==> src/rtl/cpu_types_pkg.sv <==
// rtl/cpu_types_pkg.sv - shared CPU word and fetch-state types
//
// Purpose : common types for the fetch stage and its bench.
//   word_t        : 32-bit machine word / address
//   fetch_state_t : FETCH, HOLD, DISCARD, HALTED
//   pc_next()     : PC + 4 with silent 32-bit wrap-around
package cpu_types_pkg;

  typedef logic [31:0] word_t;

  typedef enum logic [1:0] {
    FETCH   = 2'd0,
    HOLD    = 2'd1,
    DISCARD = 2'd2,
    HALTED  = 2'd3
  } fetch_state_t;

  localparam word_t PC_STEP = 32'd4;

  // Unsigned add; the carry out of bit 31 is intentionally discarded.
  function automatic word_t pc_next(input word_t pc);
    return pc + PC_STEP;
  endfunction

endpackage

==> src/rtl/fetch_stage_if.sv <==
// rtl/fetch_stage_if.sv - instruction-cache request/response bundle
//
// Purpose : groups the fetch <-> icache handshake.
// Signals :
//   iREN  - read request from fetch
//   iaddr - request address (the fetch PC)
//   ihit  - icache returns data for iaddr this cycle
//   iload - instruction word, valid with ihit
// Modports:
//   master - fetch side (drives iREN/iaddr)
//   slave  - icache side (drives ihit/iload)
interface fetch_stage_if;
  import cpu_types_pkg::*;

  logic  iREN;
  word_t iaddr;
  logic  ihit;
  word_t iload;

  modport master (output iREN, output iaddr, input ihit, input iload);
  modport slave  (input iREN, input iaddr, output ihit, output iload);

endinterface

==> src/rtl/fetch_stage.sv <==
// rtl/fetch_stage.sv - instruction fetch stage with stall buffer and redirect discard
//
// Purpose : fetches one instruction per icache hit into the fetch latch,
//           absorbs decode stalls with a one-entry buffer, drops the
//           in-flight word on a redirect, and stops permanently on halt.
// Ports   :
//   CLK           - clock, rising edge
//   RST           - synchronous active-high reset
//   en            - fetch latch enable (0 = decode stalled)
//   redirect      - taken branch/jump, redirect_pc is the new target
//   redirect_pc   - redirect target address
//   halt          - halt decoded; stop fetching
//   imem          - icache bundle (master side): iREN, iaddr, ihit, iload
//   out_instr     - registered instruction to the fetch latch
//   out_pc_plus_4 - registered PC+4 of out_instr
//   out_valid     - out_instr is a real instruction
//   halted        - stage is in HALTED
module fetch_stage
  import cpu_types_pkg::*;
#(
  parameter word_t PC_INIT = 32'h0000_0000
) (
  input  logic                 CLK,
  input  logic                 RST,
  input  logic                 en,
  input  logic                 redirect,
  input  word_t                redirect_pc,
  input  logic                 halt,
  fetch_stage_if.master        imem,
  output word_t                out_instr,
  output word_t                out_pc_plus_4,
  output logic                 out_valid,
  output logic                 halted
);

  fetch_state_t state, state_n;
  word_t        pc, pc_n;
  word_t        pc_inc;
  word_t        buf_instr, buf_instr_n;
  word_t        buf_pc4, buf_pc4_n;
  word_t        target, target_n;
  word_t        out_instr_n, out_pc4_n;
  logic         out_valid_n;
  logic         bubble;

  assign pc_inc = pc_next(pc);

  // halt withdraws the request in the same cycle; the icache tolerates
  // an aborted read, so no handshake is needed to cancel it.
  assign imem.iREN  = ((state == FETCH) || (state == DISCARD)) && !halt;
  assign imem.iaddr = pc;
  assign halted     = (state == HALTED);

  always_ff @(posedge CLK) begin
    if (RST) begin
      state         <= FETCH;
      pc            <= PC_INIT;
      buf_instr     <= '0;
      buf_pc4       <= '0;
      target        <= '0;
      out_instr     <= '0;
      out_pc_plus_4 <= '0;
      out_valid     <= 1'b0;
    end else begin
      state         <= state_n;
      pc            <= pc_n;
      buf_instr     <= buf_instr_n;
      buf_pc4       <= buf_pc4_n;
      target        <= target_n;
      out_instr     <= out_instr_n;
      out_pc_plus_4 <= out_pc4_n;
      out_valid     <= out_valid_n;
    end
  end

  always_comb begin
    state_n     = state;
    pc_n        = pc;
    buf_instr_n = buf_instr;
    buf_pc4_n   = buf_pc4;
    target_n    = target;
    out_instr_n = out_instr;
    out_pc4_n   = out_pc_plus_4;
    out_valid_n = out_valid;
    bubble      = 1'b0;

    if (halt) begin
      state_n = HALTED;
      bubble  = en;
    end else begin
      unique case (state)
        FETCH: begin
          if (redirect) begin
            bubble = en;
            if (imem.ihit) begin
              // Word for the old path arrived: drop it and restart at target.
              pc_n = redirect_pc;
            end else begin
              // Request still outstanding at the old PC; iaddr must stay
              // put until it completes, so park the target.
              target_n = redirect_pc;
              state_n  = DISCARD;
            end
          end else if (imem.ihit) begin
            if (en) begin
              out_instr_n = imem.iload;
              out_pc4_n   = pc_inc;
              out_valid_n = 1'b1;
              pc_n        = pc_inc;
            end else begin
              buf_instr_n = imem.iload;
              buf_pc4_n   = pc_inc;
              state_n     = HOLD;
            end
          end else begin
            bubble = en;
          end
        end

        HOLD: begin
          if (redirect) begin
            buf_instr_n = '0;
            buf_pc4_n   = '0;
            pc_n        = redirect_pc;
            state_n     = FETCH;
            bubble      = en;
          end else if (en) begin
            out_instr_n = buf_instr;
            out_pc4_n   = buf_pc4;
            out_valid_n = 1'b1;
            pc_n        = pc_inc;
            state_n     = FETCH;
          end
        end

        DISCARD: begin
          // Nothing useful reaches the latch while waiting out the stale read.
          bubble = en;
          if (imem.ihit) begin
            // A redirect arriving with the hit is the newest target.
            pc_n     = redirect ? redirect_pc : target;
            target_n = '0;
            state_n  = FETCH;
          end else if (redirect) begin
            target_n = redirect_pc;
          end
        end

        HALTED: begin
          bubble = en;
        end

        default: begin
          state_n = FETCH;
        end
      endcase
    end

    if (bubble) begin
      out_valid_n = 1'b0;
      out_instr_n = '0;
    end
  end

endmodule

==> src/flat_wrapper.sv <==
// flat-port wrapper written by rule: the top's interface ports become plain ports
module fetch_stage_flat import cpu_types_pkg::*;
#(
  parameter word_t PC_INIT = 32'h0000_0000
)
  (CLK, RST, en, redirect, redirect_pc, halt, out_instr, out_pc_plus_4, out_valid, halted, imem_iREN, imem_iaddr, imem_ihit, imem_iload);
  fetch_stage_if imem_i ();
  input  logic CLK;
  input  logic RST;
  input  logic en;
  input  logic redirect;
  input  word_t redirect_pc;
  input  logic halt;
  output word_t out_instr;
  output word_t out_pc_plus_4;
  output logic out_valid;
  output logic halted;
  output wire logic [$bits(imem_i.iREN)-1:0] imem_iREN;
  output wire logic [$bits(imem_i.iaddr)-1:0] imem_iaddr;
  input wire logic [$bits(imem_i.ihit)-1:0] imem_ihit;
  input wire logic [$bits(imem_i.iload)-1:0] imem_iload;
  assign imem_iREN = imem_i.iREN;
  assign imem_iaddr = imem_i.iaddr;
  assign imem_i.ihit = imem_ihit;
  assign imem_i.iload = imem_iload;
  fetch_stage #(.PC_INIT(PC_INIT)) u_core (.CLK(CLK), .RST(RST), .en(en), .redirect(redirect), .redirect_pc(redirect_pc), .halt(halt), .imem(imem_i), .out_instr(out_instr), .out_pc_plus_4(out_pc_plus_4), .out_valid(out_valid), .halted(halted));
endmodule
==> config.mk <==
export PLATFORM = sky130hd
export DESIGN_NAME = fetch_stage_flat
export DESIGN_NICKNAME = d
export VERILOG_FILES = /design/src/rtl/cpu_types_pkg.sv /design/src/rtl/fetch_stage_if.sv /design/src/rtl/fetch_stage.sv /design/src/flat_wrapper.sv
export SDC_FILE = /design/constraint.sdc
export NUM_CORES = 1
export LEC_CHECK = 0
export ABC_AREA = 0
export BUFFER_PORTS_ARGS = -buffer_cell sky130_fd_sc_hd__buf_2
export CORE_UTILIZATION = 52
export CTS_BUF_LIST = sky130_fd_sc_hd__clkbuf_4
export CTS_CLUSTER_DIAMETER = 120
export DETAILED_ROUTE_END_ITERATION = 7
export GPL_TIMING_DRIVEN = 0
export PLACE_DENSITY = 0.89
export SKIP_LAST_GASP = 1
export SYNTH_ARGS = -nofsm -noshare
export SYNTH_HDL_FRONTEND = slang
export SYNTH_SLANG_ARGS = --single-unit
==> constraint.sdc <==
create_clock -name CLK -period 2.25 [get_ports CLK]
set_input_delay 0.3375 -clock CLK [delete_from_list [all_inputs] [get_ports CLK]]
set_output_delay 0.3375 -clock CLK [all_outputs]
set_load 0.02 [all_outputs]
# Yosys cells after proc, flatten, opt, wreduce, memory -nomap -nowiden
# Index checks and enable logic that the tools add are counted.
# classes
add_sub_neg	1
n_eq_ne	18
mux	52
bitwise_logic	1
n_reduce_logical	16
# ops
cell	count
2-to-1 mux 32 bit	27
one-hot mux 32 bit (2 select lines)	5
one-hot mux 32 bit (3 select lines)	1
adder 32 x 3 -> 32 bit (second input constant)	1
inequality test 2 bit (second input constant)	10
2-to-1 mux 2 bit	8
inequality test 4 bit (second input constant)	4
AND reduction 6 bit	2
2-to-1 mux 1 bit	8
AND reduction 4 bit	2
AND reduction 7 bit	1
one-hot mux 2 bit (3 select lines)	1
AND reduction 5 bit	1
equality test 2 bit (second input constant)	2
nonzero test 2 bit	2
nonzero test 4 bit	1
OR reduction 2 bit	2
inequality test 3 bit (second input constant)	1
one-hot mux 1 bit (3 select lines)	1
nonzero test 3 bit	1
equality test 2 x 1 -> 1 bit (second input constant)	1
zero test 2 bit	1
one-hot mux 1 bit (2 select lines)	1
logical AND 1 bit	1
other kinds (3)	3
# word_totals
reg_bits	195
in_bits	70
out_inout_bits	99
wordCells	96

# Logic depth before layout (Yosys ltp)
# Gate-level depths: netlist (run 1).
# logic_depth
ltp_word	5
ltp_mapped	10
mapped_depth_nobuf	7

# Worst setup path after synthesis (run 1)
# Ideal clock, no wire load.
# synth_path
path_kind	register to register
from	reg u_core.pc[2], in the netlist u_core.imem.iaddr[2]
to	reg u_core.pc[18], in the netlist u_core.imem.iaddr[18]
setup_ps	70
arrival_time_ps	2214
t_required_ps	2180
setup_slack_ps	-34
path_stages_with_launch	8
path_buffers	1
period_less_slack_ps	2284
cell_sequence	dfxtp_1 -> ha_1 -> nand3_1 -> or3_1 -> buf_6 -> or4_1 -> a21o_1 -> a21oi_1
# synth_between
elab_chain_len	5
word_cells_on_any_way	6
classes_between	add/sub (1); mux (5)
# synth_lines
element	line_no	rtl
from (decl)	fetch_stage.sv:37	word_t pc, pc_n;
from (signal assigned)	fetch_stage.sv:66	pc <= pc_n;
adder 32 x 3 -> 32 bit (*)	cpu_types_pkg.sv:22	return pc + PC_STEP;
2-to-1 mux 32 bit (*)	fetch_stage.sv:105, fetch_stage.sv:127	
2-to-1 mux 32 bit	fetch_stage.sv:104	end else if (imem.ihit) begin
2-to-1 mux 32 bit	fetch_stage.sv:93	if (redirect) begin
one-hot mux 32 bit (3 select lines) (*)	fetch_stage.sv:91	unique case (state)
# Every way passes the cells marked *; elsewhere a longest branch is shown, timed or not. The select of a mux whose other input is x is not followed.
# A chain may end at the register's enable or synchronous reset.

# Worst setup path in the final report (run 1)
# layout_path
from	reg u_core.state[1]
to	reg u_core.out_instr[0]
# layout_between
elab_chain_len	5
word_cells_on_any_way	16
classes_between	eq/ne (8); mux (3); reduce/logical (5)
# layout_lines
element	line_no	rtl
from (decl)	fetch_stage.sv:36	fetch_state_t state, state_n;
from (signal assigned)	fetch_stage.sv:65	state <= state_n;
equality test 2 bit	fetch_stage.sv:91	
OR reduction 2 bit (no line)	n/a	
one-hot mux 1 bit (3 select lines)	fetch_stage.sv:91	
2-to-1 mux 1 bit	fetch_stage.sv:87	if (halt) begin
OR reduction 2 bit (no line)	n/a	
to (signal assigned)	fetch_stage.sv:70	out_instr <= out_instr_n;
to (decl)	fetch_stage.sv:30	output word_t out_instr,
# Parallel ways exist; a longest one is shown, timed or not.

==> run_summary.xml, run 1 <==
<?xml version="1.0" encoding="UTF-8"?>
<metrics>
  <group name="clock_network">
    <metric name="tritoncts" unit="">yes</metric>
    <metric name="clk_path_buf_depth" unit="">2</metric>
    <metric name="clock_buffers_created_by_tritoncts" unit="">17</metric>
    <metric name="root_buffer" unit="">clkbuf_4</metric>
    <metric name="clock_insertion_delay_worst_skew" unit="ps">610</metric>
    <metric name="clock_tree.htree_level_count" unit="">4</metric>
    <metric name="clock_slew_at_reported_path_ffs" unit="ps">170</metric>
    <metric name="cts_sinks" unit="">195</metric>
  </group>
  <group name="synthesis">
    <metric name="yosys.area.top_type" unit="">dfxtp_1</metric>
    <metric name="synth.top_cell.area_share" unit="%">42.5</metric>
    <metric name="synth_enable_flop_cells" unit="">0</metric>
    <metric name="ys_seq_elements" unit="">195</metric>
    <metric name="synthFlopType" unit="">dfxtp_1</metric>
    <metric name="post_synth_main_area_contributors" unit="">dfxtp_1, a21oi_1, a211oi_1</metric>
    <metric name="sequential_area_share_after_synthesis" unit="%">42.5</metric>
    <metric name="synthesis_warnings" unit="">0</metric>
    <metric name="synth_async_sr_flop_share" unit="%">0</metric>
    <metric name="synth_area_per_cell" unit="um2">8.12</metric>
    <metric name="synthCells" unit="">1132</metric>
    <metric name="mappedNetlistArea" unit="um2">9190</metric>
    <metric name="synthesis.nets" unit="">1207</metric>
    <metric name="synth_cell_types" unit="">59</metric>
  </group>
  <group name="setup_path">
    <metric name="path_max_fanout" unit="">10</metric>
    <metric name="timing.setup.critical_path_class" unit="">flip-flop to flip-flop</metric>
    <metric name="crit_arrival" unit="ps">2780</metric>
    <metric name="crit_path_end_kind" unit="">flip-flop</metric>
    <metric name="worst_ep_required_time" unit="ps">2760</metric>
    <metric name="crit_path_start_kind" unit="">flip-flop</metric>
    <metric name="r2r_cells" unit="">9</metric>
  </group>
  <group name="power_and_ir_drop">
    <metric name="ir_drop" unit="uV">360</metric>
    <metric name="power.density" unit="nW/um2">613</metric>
    <metric name="leakage" unit="nW">4.39</metric>
  </group>
  <group name="sta">
    <metric name="finalWorstSetupSlack" unit="ps">-19.6</metric>
    <metric name="report.final.setup_viol" unit="">2</metric>
    <metric name="max_slew.worst_pin.slew" unit="ps">830</metric>
    <metric name="timing.clock.skew" unit="ps">28.3</metric>
    <metric name="maxSlewViolCount" unit="">0</metric>
    <metric name="timing.final.hold_violations" unit="">0</metric>
    <metric name="grt_setup_unrepaired" unit="">yes</metric>
    <metric name="period_share" unit="%">101</metric>
    <metric name="max_freq" unit="GHz">0.441</metric>
    <metric name="slew_hr" unit="%">44.7</metric>
    <metric name="setup-tns-final" unit="ps">-29.8</metric>
    <metric name="post-route-min-period" unit="ps">2270</metric>
  </group>
  <group name="route">
    <metric name="post-route-drc-count" unit="">0</metric>
    <metric name="routed_wire_length_per_instance" unit="um">21.4</metric>
    <metric name="antenna_left" unit="">0</metric>
    <metric name="vias_per_cell" unit="">6.52</metric>
    <metric name="drtPass1Iterations" unit="">7</metric>
    <metric name="num_vias" unit="">10400</metric>
    <metric name="drtIter0Drc" unit="">1587</metric>
    <metric name="postRouteWirelength" unit="mm">34.2</metric>
  </group>
  <group name="status">
    <metric name="status" unit="">complete, but fails checks</metric>
    <metric name="failed_checks" unit="">setup timing</metric>
  </group>
  <group name="global_route">
    <metric name="groute.layer.met3.usage" unit="%">8.03</metric>
    <metric name="antenna_found_initial" unit="">3</metric>
    <metric name="grtUsageTotal" unit="%">35.9</metric>
    <metric name="use_met1" unit="%">45.3</metric>
    <metric name="grt-busiest-layer" unit="">met2</metric>
    <metric name="pin_count_of_the_biggest_net_entering_global_routing" unit="">19</metric>
    <metric name="grt_pass1_vias" unit="">9613</metric>
    <metric name="grt_use_met2" unit="%">55.3</metric>
    <metric name="grt_pass1_wl" unit="mm">50.4</metric>
    <metric name="global_route.overflow_total" unit="">0</metric>
  </group>
  <group name="place">
    <metric name="place.detailed.instances" unit="">1522</metric>
    <metric name="place_hpwl" unit="mm">22.6</metric>
    <metric name="gp_routability_congestion" unit="">0.998</metric>
    <metric name="portBuffers" unit="">165</metric>
  </group>
  <group name="final_layout">
    <metric name="num-nets-final" unit="">1435</metric>
    <metric name="drive_above_1_share" unit="%">24.6</metric>
    <metric name="instances_no_fill" unit="">1599</metric>
    <metric name="layout_overhead_on_the_synthesized_area" unit="%">25.1</metric>
    <metric name="final_util" unit="%">66.5</metric>
    <metric name="fillCellCount" unit="">1388</metric>
  </group>
  <group name="hold_path">
    <metric name="holdPathStages" unit="">3</metric>
    <metric name="holdCritPathClass" unit="">input pin to flip-flop</metric>
  </group>
  <group name="run">
    <metric name="cap_viol_max_count" unit="">0</metric>
  </group>
  <group name="floorplanning">
    <metric name="die_w" unit="um">135</metric>
    <metric name="die_h" unit="um">135</metric>
    <metric name="coreArea" unit="um2">17300</metric>
    <metric name="initial_core_util" unit="%">53.1</metric>
    <metric name="floorplan.die_area" unit="um2">18200</metric>
    <metric name="rows" unit="">48</metric>
    <metric name="ios" unit="">169</metric>
  </group>
</metrics>
-- repair_timing --
action	4_1_cts	5_1_grt
endpoints found under the setup margin	192	186
pin swaps	3	7
buffers inserted	11	4
hold buffers	32	3
resized for setup	93	107
endpoints found under the hold margin	32	3
-- cells in the mapped netlist, types with 3 or more instances --
library cell,count
a211oi_1,63
a21boi_0,4
a21o_1,8
a21oi_1,105
a22o_1,6
a22oi_1,22
a2bb2oi_1,6
a311oi_1,6
a31oi_1,15
a32o_1,4
and2_1,8
and3_1,16
and4_1,3
buf_1,4
buf_2,5
clkbuf_1,90
dfxtp_1,195
ha_1,5
inv_1,10
mux2i_1,42
nand2_1,124
nand2b_1,10
nand3_1,55
nand4_1,17
nor2_1,115
nor3_1,17
nor4_1,10
o211ai_1,8
o21ai_0,59
o21bai_1,3
o221ai_1,5
o2bb2ai_1,14
o31ai_1,8
or2_2,3
or3_1,13
or4_1,6
xnor2_1,9
xor2_1,10
-- where the power goes --
group / switching, mW / internal, mW
sequential: 0.131 / 3.58
clock: 1.35 / 0.588
combinational: 0.909 / 0.493
-- layer usage --
metal	routed length [um]	vias to the layer above
met4	2320	2
li1	-	4578
met5	13	-
met3	3600	205
met1	13100	4854
met2	15200	791
-- kinds of logic (layout without fill, tap and decap cells) --
family,Yosys count,in the layout,synth area share [%]
and+or+nand+nor,403,403,20.5
AOI/OAI and AO/OA,353,353,24.9
DFF,195,195,42.5
buffers and inverters,113,353,4.78
muxes,44,44,4.82
xor gates and xnor gates,19,19,1.81
adders and majority gates,5,5,0.681
other,0,2,0
-- worst max-delay path, stage by stage, from the launching register on --
cell and delay, ps:
dfxtp_4 400, inv_1 100, ha_2 210, buf_6 150, mux2_2 360, and3_2 250, buf_6 170, clkbuf_4 210
nor2_2 220, a211oi_2 90
-- final timing paths --
kind / startpoint / to / slack, ps
min reg2reg: u_core.buf_pc4[9] / u_core.buf_pc4[9] / 460
max reg2reg: u_core.state[1] / u_core.out_instr[0] / -20
max: u_core.state[1] / u_core.out_instr[0] / -20
min: redirect_pc[3] / u_core.target[3] / 20
-- layout make-up --
cell class,instances,area (um2),area share [%]
multi-input cells,824,5140,44.7
diodes,2,5.00,0.0435
flip-flops and latches,195,3930,34.2
well taps,225,282,2.45
plain buffers,95,517,4.49
clock buffers,17,128,1.11
clock inverters,14,149,1.29
repair buffers,215,1310,11.4
inverters,12,45.0,0.392
-- registers in the layout, indices dropped and copies added, names as in the netlist --
| register | flops |
|---|---|
| u_core.imem.iaddr | 32 |
| u_core.buf_instr | 32 |
| u_core.target | 32 |
| u_core.out_valid | 1 |
| u_core.state | 2 |
| u_core.buf_pc4 | 32 |
| u_core.out_instr | 32 |
| u_core.out_pc_plus_4 | 32 |
-- metrics by stage --
stage	area, um2	power (mW)	hold slack [ps]	setup slack (ps)
2_1_floorplan	9200	4.51	424	44.3
3_3_place_gp	10300	4.92	433	-676
3_5_place_dp	10300	4.94	439	-754
4_1_cts	11300	6.89	0.608	-66.7
5_1_grt	11500	7.26	14.0	-179
6_report	11500	7.05	18.3	-19.6
-- cells in the final DEF, fill, tap and decap left out, types with 9 or more instances in the layout --
cell	n
a31oi_1	15
mux2i_1	42
nand2_1	124
o2bb2ai_1	14
clkbuf_2	20
or3_1	12
buf_2	172
nand3_1	50
nor3_1	14
a22oi_1	22
and3_1	15
a21oi_1	101
clkbuf_4	27
dfxtp_1	180
nand4_1	17
dlygate4sd3_1	35
nand2b_1	10
dfxtp_2	11
nor2_1	111
a211oi_1	55
xor2_1	10
clkbuf_1	39
o21ai_0	59
buf_4	26
xnor2_1	9
(Power assumes the default switching activity.)
==> run 2: changes to the inputs <==
REMOVE_ABC_BUFFERS = 1   (was default)
==> run 2 against run 1 <==
The run still ends with setup timing left. Critical path type unchanged. Count of clock-buffer cells in the layout is 1 higher. Clock skew decreased by 3.2 ps. Die area stayed put. Power rose by 1.8%.
==> run_summary.xml, run 2 (synthesis gave the netlist of run 1 again) <==
<?xml version="1.0" encoding="UTF-8"?>
<metrics>
  <group name="status">
    <metric name="failed_checks" unit="">setup timing</metric>
    <metric name="status" unit="">complete, but fails checks</metric>
  </group>
  <group name="floorplanning">
    <metric name="coreArea" unit="um2">17300</metric>
    <metric name="floorplan.die_area" unit="um2">18200</metric>
    <metric name="ios" unit="">169</metric>
    <metric name="rows" unit="">48</metric>
    <metric name="die_h" unit="um">135</metric>
    <metric name="initial_core_util" unit="%">53.1</metric>
    <metric name="die_w" unit="um">135</metric>
  </group>
  <group name="clock_network">
    <metric name="clock_buffers_created_by_tritoncts" unit="">17</metric>
    <metric name="clk_path_buf_depth" unit="">2</metric>
    <metric name="clock_tree.htree_level_count" unit="">4</metric>
    <metric name="tritoncts" unit="">yes</metric>
    <metric name="root_buffer" unit="">clkbuf_4</metric>
    <metric name="cts_sinks" unit="">195</metric>
    <metric name="clock_slew_at_reported_path_ffs" unit="ps">150</metric>
    <metric name="clock_insertion_delay_worst_skew" unit="ps">610</metric>
  </group>
  <group name="power_and_ir_drop">
    <metric name="leakage" unit="nW">4.41</metric>
    <metric name="ir_drop" unit="uV">337</metric>
    <metric name="power.density" unit="nW/um2">616</metric>
  </group>
  <group name="sta">
    <metric name="max_slew.worst_pin.slew" unit="ps">857</metric>
    <metric name="post-route-min-period" unit="ps">2310</metric>
    <metric name="report.final.setup_viol" unit="">5</metric>
    <metric name="max_freq" unit="GHz">0.433</metric>
    <metric name="grt_setup_unrepaired" unit="">yes</metric>
    <metric name="maxSlewViolCount" unit="">0</metric>
    <metric name="slew_hr" unit="%">42.6</metric>
    <metric name="finalWorstSetupSlack" unit="ps">-57.7</metric>
    <metric name="timing.final.hold_violations" unit="">0</metric>
    <metric name="timing.clock.skew" unit="ps">25.1</metric>
    <metric name="setup-tns-final" unit="ps">-176</metric>
    <metric name="period_share" unit="%">103</metric>
  </group>
  <group name="route">
    <metric name="antenna_left" unit="">0</metric>
    <metric name="drtIter0Drc" unit="">1433</metric>
    <metric name="drtPass1Iterations" unit="">8</metric>
    <metric name="postRouteWirelength" unit="mm">33.1</metric>
    <metric name="routed_wire_length_per_instance" unit="um">21.3</metric>
    <metric name="vias_per_cell" unit="">6.57</metric>
    <metric name="post-route-drc-count" unit="">0</metric>
    <metric name="num_vias" unit="">10200</metric>
  </group>
  <group name="setup_path">
    <metric name="r2r_slack" unit="ps">-60</metric>
    <metric name="r2r_cells" unit="">9</metric>
    <metric name="timing.setup.critical_path_class" unit="">flip-flop to flip-flop</metric>
    <metric name="crit_path_end" unit="">u_core.buf_pc4[3]</metric>
    <metric name="timing.rr.start" unit="">u_core.state[1]</metric>
    <metric name="worst_r2r_endpoint" unit="">u_core.buf_pc4[3]</metric>
    <metric name="crit_path_start_kind" unit="">flip-flop</metric>
    <metric name="crit_path_end_kind" unit="">flip-flop</metric>
    <metric name="crit_arrival" unit="ps">2830</metric>
    <metric name="path_max_fanout" unit="">16</metric>
    <metric name="launching_instance_or_port_of_the_critical_path" unit="">u_core.state[1]</metric>
    <metric name="worst_ep_required_time" unit="ps">2770</metric>
  </group>
  <group name="global_route">
    <metric name="global_route.overflow_total" unit="">0</metric>
    <metric name="grt_pass1_vias" unit="">8963</metric>
    <metric name="antenna_found_initial" unit="">1</metric>
    <metric name="grtUsageTotal" unit="%">33.2</metric>
    <metric name="grt_pass1_wl" unit="mm">46.9</metric>
    <metric name="pin_count_of_the_biggest_net_entering_global_routing" unit="">74</metric>
  </group>
  <group name="place">
    <metric name="gp_routability_congestion" unit="">0.917</metric>
    <metric name="pre_cts_slack" unit="ps">-2410</metric>
    <metric name="portBuffers" unit="">168</metric>
    <metric name="place_hpwl" unit="mm">16.8</metric>
  </group>
  <group name="final_layout">
    <metric name="drive_above_1_share" unit="%">23.9</metric>
    <metric name="layout_overhead_on_the_synthesized_area" unit="%">26.9</metric>
    <metric name="final_util" unit="%">67.4</metric>
    <metric name="num-nets-final" unit="">1393</metric>
    <metric name="layout.cells.most_common" unit="">dfxtp_1</metric>
    <metric name="most_frequent_cells_in_the_layout" unit="">dfxtp_1, buf_2, nand2_1</metric>
  </group>
  <group name="hold_path">
    <metric name="holdCritPathClass" unit="">input pin to flip-flop</metric>
  </group>
  <group name="run">
    <metric name="cap_viol_max_count" unit="">0</metric>
  </group>
</metrics>
## run 2: changes by cell type in the layout (fill, tap and decap cells not counted), sizes merged, moves of 3 or more
cell         before  now
clkinv            6    9
and3             16   19
inv              18   14
dlygate4sd3      35   40
buf             204  215
clkbuf           88   20
bufbuf            0    4
## run 2: worst min path at each step
stage	startpoint	endpoint	slack [ps]	depth (start not counted)
2_1_floorplan	RST	u_core.buf_instr[0]	410	1
3_3_place_gp	u_core.buf_pc4[15]	u_core.buf_pc4[15]	430	2
3_5_place_dp	u_core.out_pc_plus_4[20]	u_core.out_pc_plus_4[20]	440	2
4_1_cts	imem_iload[1]	u_core.buf_instr[1]	1	3
5_1_grt	imem_iload[1]	u_core.buf_instr[1]	3	3
6_report	imem_iload[1]	u_core.buf_instr[1]	30	3
## run 2: worst max-delay path: stages (launching register included)
cell and delay, ps:
dfxtp_4 390, inv_2 100, ha_4 180, nand2_2 70
or4_4 600, a21oi_4 250, buf_4 180, buf_12 150
nand3_1 110, a21oi_1 190
## run 2: where the power goes
| part | switching (mW) | internal, mW | total, mW |
|---|---|---|---|
| sequential | 0.132 | 3.58 | 3.71 |
| combinational | 0.935 | 0.574 | 1.51 |
| clock | 1.27 | 0.687 | 1.96 |
| total | 2.34 | 4.84 | 7.18 |
## run 2: repair_timing
item	4_1_cts	5_1_grt
pin swaps	10	16
hold endpoints to repair	38	2
buffers inserted	15	26
gates resized for setup	54	25
gates cloned	9	4
setup endpoints to repair	196	97
hold buffers	38	2
## run 2: per-layer routing
| metal | track usage (%) | vias to the layer above | part of all wire, % |
|---|---|---|---|
| met5 | 0 | - | 0 |
| met4 | 17.5 | 0 | 5.9 |
| met3 | 9.20 | 223 | 12 |
| met2 | 51.7 | 811 | 44 |
| met1 | 41.7 | 4695 | 38 |
| li1 | - | 4501 | - |
## run 2: layout make-up
| cell class | instances | area [um2] |
|---|---|---|
| Inverter | 12 | 72.6 |
| Fill cell | 1337 | 5630 |
| Timing Repair Buffer | 261 | 1920 |
| Tap cell | 225 | 282 |
| Antenna cell | 2 | 5.00 |
| Timing Repair inverter | 1 | 8.76 |
| Clock buffer | 18 | 135 |
| Clock inverter | 14 | 155 |
| Sequential cell | 195 | 3920 |
| Multi-Input combinational cell | 830 | 5170 |
## run 2: stage by stage
step	cell area, um2	hold WS [ps]	instances	power, mW
6_report	11700	25.8	1558	7.18
5_1_grt	11700	2.61	1557	7.39
4_1_cts	11300	1.17	1524	6.99
3_5_place_dp	10100	444	1430	4.88
3_3_place_gp	9920	432	1424	4.83
2_1_floorplan	8800	407	1031	4.43
==> run 3: changes to the inputs <==
SETUP_SLACK_MARGIN = 0.1   (was default)
SKIP_CTS_REPAIR_TIMING = 1   (was default)
==> run 3 against run 2 <==
Critical path depth fell by 1. Highest routed layer unchanged. Sequential cell count did not move. Clock skew is 1.7 ps higher. Hold slack worse by 19 ps. Global-route usage decreased by 5.7 points. First-iteration DRC count up 13%. The flow still finishes with violations (setup timing). Count of clock-buffer cells in the layout stayed put.
==> run_summary.xml, run 3 (synthesis gave the netlist of run 1 again) <==
<?xml version="1.0" encoding="UTF-8"?>
<metrics>
  <group name="global_route">
    <metric name="groute.layer.met3.usage" unit="%">6.12</metric>
    <metric name="global_route.overflow_total" unit="">0</metric>
    <metric name="grtUsageTotal" unit="%">27.5</metric>
    <metric name="grt_pass1_vias" unit="">7924</metric>
    <metric name="grt_use_met2" unit="%">43.3</metric>
    <metric name="grt_pass1_wl" unit="mm">39.9</metric>
    <metric name="antenna_found_initial" unit="">1</metric>
    <metric name="pin_count_of_the_biggest_net_entering_global_routing" unit="">82</metric>
    <metric name="use_met1" unit="%">36.0</metric>
    <metric name="grt-busiest-layer" unit="">met2</metric>
  </group>
  <group name="power_and_ir_drop">
    <metric name="leakage" unit="nW">4.63</metric>
    <metric name="ir_drop" unit="uV">339</metric>
    <metric name="totalPowerFinal" unit="mW">7.37</metric>
    <metric name="power.density" unit="nW/um2">605</metric>
  </group>
  <group name="final_layout">
    <metric name="num-nets-final" unit="">1429</metric>
    <metric name="fillCellCount" unit="">1244</metric>
    <metric name="layout.cells.most_common" unit="">dfxtp_1</metric>
    <metric name="area_used_by_multi_input_combinational_logic" unit="um2">5280</metric>
    <metric name="most_frequent_cells_in_the_layout" unit="">dfxtp_1, buf_2, nand2_1</metric>
    <metric name="final_util" unit="%">70.4</metric>
    <metric name="layout_overhead_on_the_synthesized_area" unit="%">32.4</metric>
    <metric name="final-seq-area" unit="um2">3930</metric>
    <metric name="drive_above_1_share" unit="%">27.7</metric>
  </group>
  <group name="setup_path">
    <metric name="critPathBufInv" unit="">2</metric>
    <metric name="path_max_fanout" unit="">10</metric>
    <metric name="crit_path_cell_trace" unit="">inv_4, ha_4, nand2_2, or4_4, a21oi_4, buf_4, nand3_1, a21oi_1</metric>
    <metric name="timing.setup.critical_path_class" unit="">flip-flop to flip-flop</metric>
    <metric name="worst_ep_required_time" unit="ps">2780</metric>
    <metric name="crit_path_end_kind" unit="">flip-flop</metric>
    <metric name="critPathMaxStageDelay" unit="ps">600</metric>
    <metric name="crit_family" unit="">simple AND/OR/NAND/NOR gates</metric>
    <metric name="crit_slowest_cell" unit="">or4_4</metric>
    <metric name="crit_arrival" unit="ps">2870</metric>
    <metric name="crit_path_start_kind" unit="">flip-flop</metric>
  </group>
  <group name="run">
    <metric name="cap_viol_max_count" unit="">0</metric>
  </group>
  <group name="sta">
    <metric name="finalWorstSetupSlack" unit="ps">-87.1</metric>
    <metric name="maxSlewViolCount" unit="">0</metric>
    <metric name="hold_slack" unit="ps">6.44</metric>
    <metric name="timing.final.hold_violations" unit="">0</metric>
    <metric name="max_freq" unit="GHz">0.428</metric>
    <metric name="slew_hr" unit="%">49.1</metric>
    <metric name="report.final.setup_viol" unit="">46</metric>
    <metric name="setup-tns-final" unit="ps">-1150</metric>
    <metric name="post-route-min-period" unit="ps">2340</metric>
    <metric name="timing.clock.skew" unit="ps">26.8</metric>
    <metric name="max_slew.worst_pin.slew" unit="ps">760</metric>
    <metric name="period_share" unit="%">104</metric>
    <metric name="grt_setup_unrepaired" unit="">yes</metric>
  </group>
  <group name="clock_network">
    <metric name="clock_buffers_created_by_tritoncts" unit="">17</metric>
    <metric name="cts_sinks" unit="">195</metric>
    <metric name="clk_path_buf_depth" unit="">2</metric>
    <metric name="tritoncts" unit="">yes</metric>
    <metric name="clock_insertion_delay_worst_skew" unit="ps">610</metric>
    <metric name="root_buffer" unit="">clkbuf_4</metric>
    <metric name="clock_slew_at_reported_path_ffs" unit="ps">170</metric>
    <metric name="clock_tree.htree_level_count" unit="">4</metric>
  </group>
  <group name="route">
    <metric name="vias_per_cell" unit="">6.69</metric>
    <metric name="routed_wire_length_per_instance" unit="um">22.4</metric>
    <metric name="postRouteWirelength" unit="mm">35.7</metric>
    <metric name="post-route-drc-count" unit="">0</metric>
    <metric name="drtIter0Drc" unit="">1620</metric>
    <metric name="antenna_left" unit="">0</metric>
    <metric name="num_vias" unit="">10700</metric>
    <metric name="drtPass1Iterations" unit="">6</metric>
  </group>
  <group name="floorplanning">
    <metric name="die_w" unit="um">135</metric>
    <metric name="coreArea" unit="um2">17300</metric>
    <metric name="initial_core_util" unit="%">53.1</metric>
    <metric name="floorplan.die_area" unit="um2">18200</metric>
    <metric name="die_h" unit="um">135</metric>
    <metric name="ios" unit="">169</metric>
    <metric name="rows" unit="">48</metric>
  </group>
  <group name="hold_path">
    <metric name="holdCritPathClass" unit="">input pin to flip-flop</metric>
  </group>
  <group name="status">
    <metric name="status" unit="">complete, but fails checks</metric>
    <metric name="failed_checks" unit="">setup timing</metric>
  </group>
  <group name="place">
    <metric name="gp_routability_congestion" unit="">0.917</metric>
    <metric name="place_hpwl" unit="mm">16.8</metric>
    <metric name="portBuffers" unit="">168</metric>
  </group>
</metrics>
## run 3: final cells by class
class | count | area share (%)
diodes | 1 | 0.0206
repair buffers | 294 | 18.7
flip-flops and latches | 195 | 32.3
well taps | 225 | 2.31
clock buffers | 18 | 1.11
repair inverters | 3 | 0.226
inverters | 12 | 0.689
multi-input cells | 831 | 43.4
clock inverters | 14 | 1.27
## run 3: worst register-to-register path, delay by kind of cell, from the launching register on
kind / cells / cell delay (ps)
buffers and inverters: 2 / 350
AO/OA/AOI/OAI: 2 / 540
AND/OR/NAND/NOR: 3 / 790
flip-flops: 1 / 400
adder cells (fa/ha/maj): 1 / 200
## run 3: report_power, final
part	leakage, nW	total [mW]	internal [mW]	switching [mW]
clock network	0.155	1.99	0.688	1.30
registers	1.59	3.72	3.58	0.139
logic	2.89	1.66	0.651	1.01
total	4.63	7.37	4.92	2.45
## run 3: metal layers
metal	vias up	wire (um)
met2	952	15900
met1	4872	13200
met3	246	4530
li1	4580	-
met4	0	2090
met5	-	0
## run 3: path summary, 6_finish.rpt
check / end / depth (start not counted) / slack, ps / startpoint
hold reg to reg: u_core.out_pc_plus_4[20] / 2 / 460 / u_core.out_pc_plus_4[20]
setup reg to reg: u_core.buf_pc4[4] / 8 / -90 / u_core.state[1]
setup / recovery: u_core.buf_pc4[4] / 8 / -90 / u_core.state[1]
hold / removal: u_core.buf_instr[29] / 3 / 6 / imem_iload[29]
## run 3: metrics by stage
stage	setup WS [ps]	cells	area (um2)
2_1_floorplan	-4040	1031	8800
3_3_place_gp	-7250	1424	9920
3_5_place_dp	-2410	1430	10100
4_1_cts	-2510	1462	10400
5_1_grt	-111	1593	12200
6_report	-87.1	1593	12200
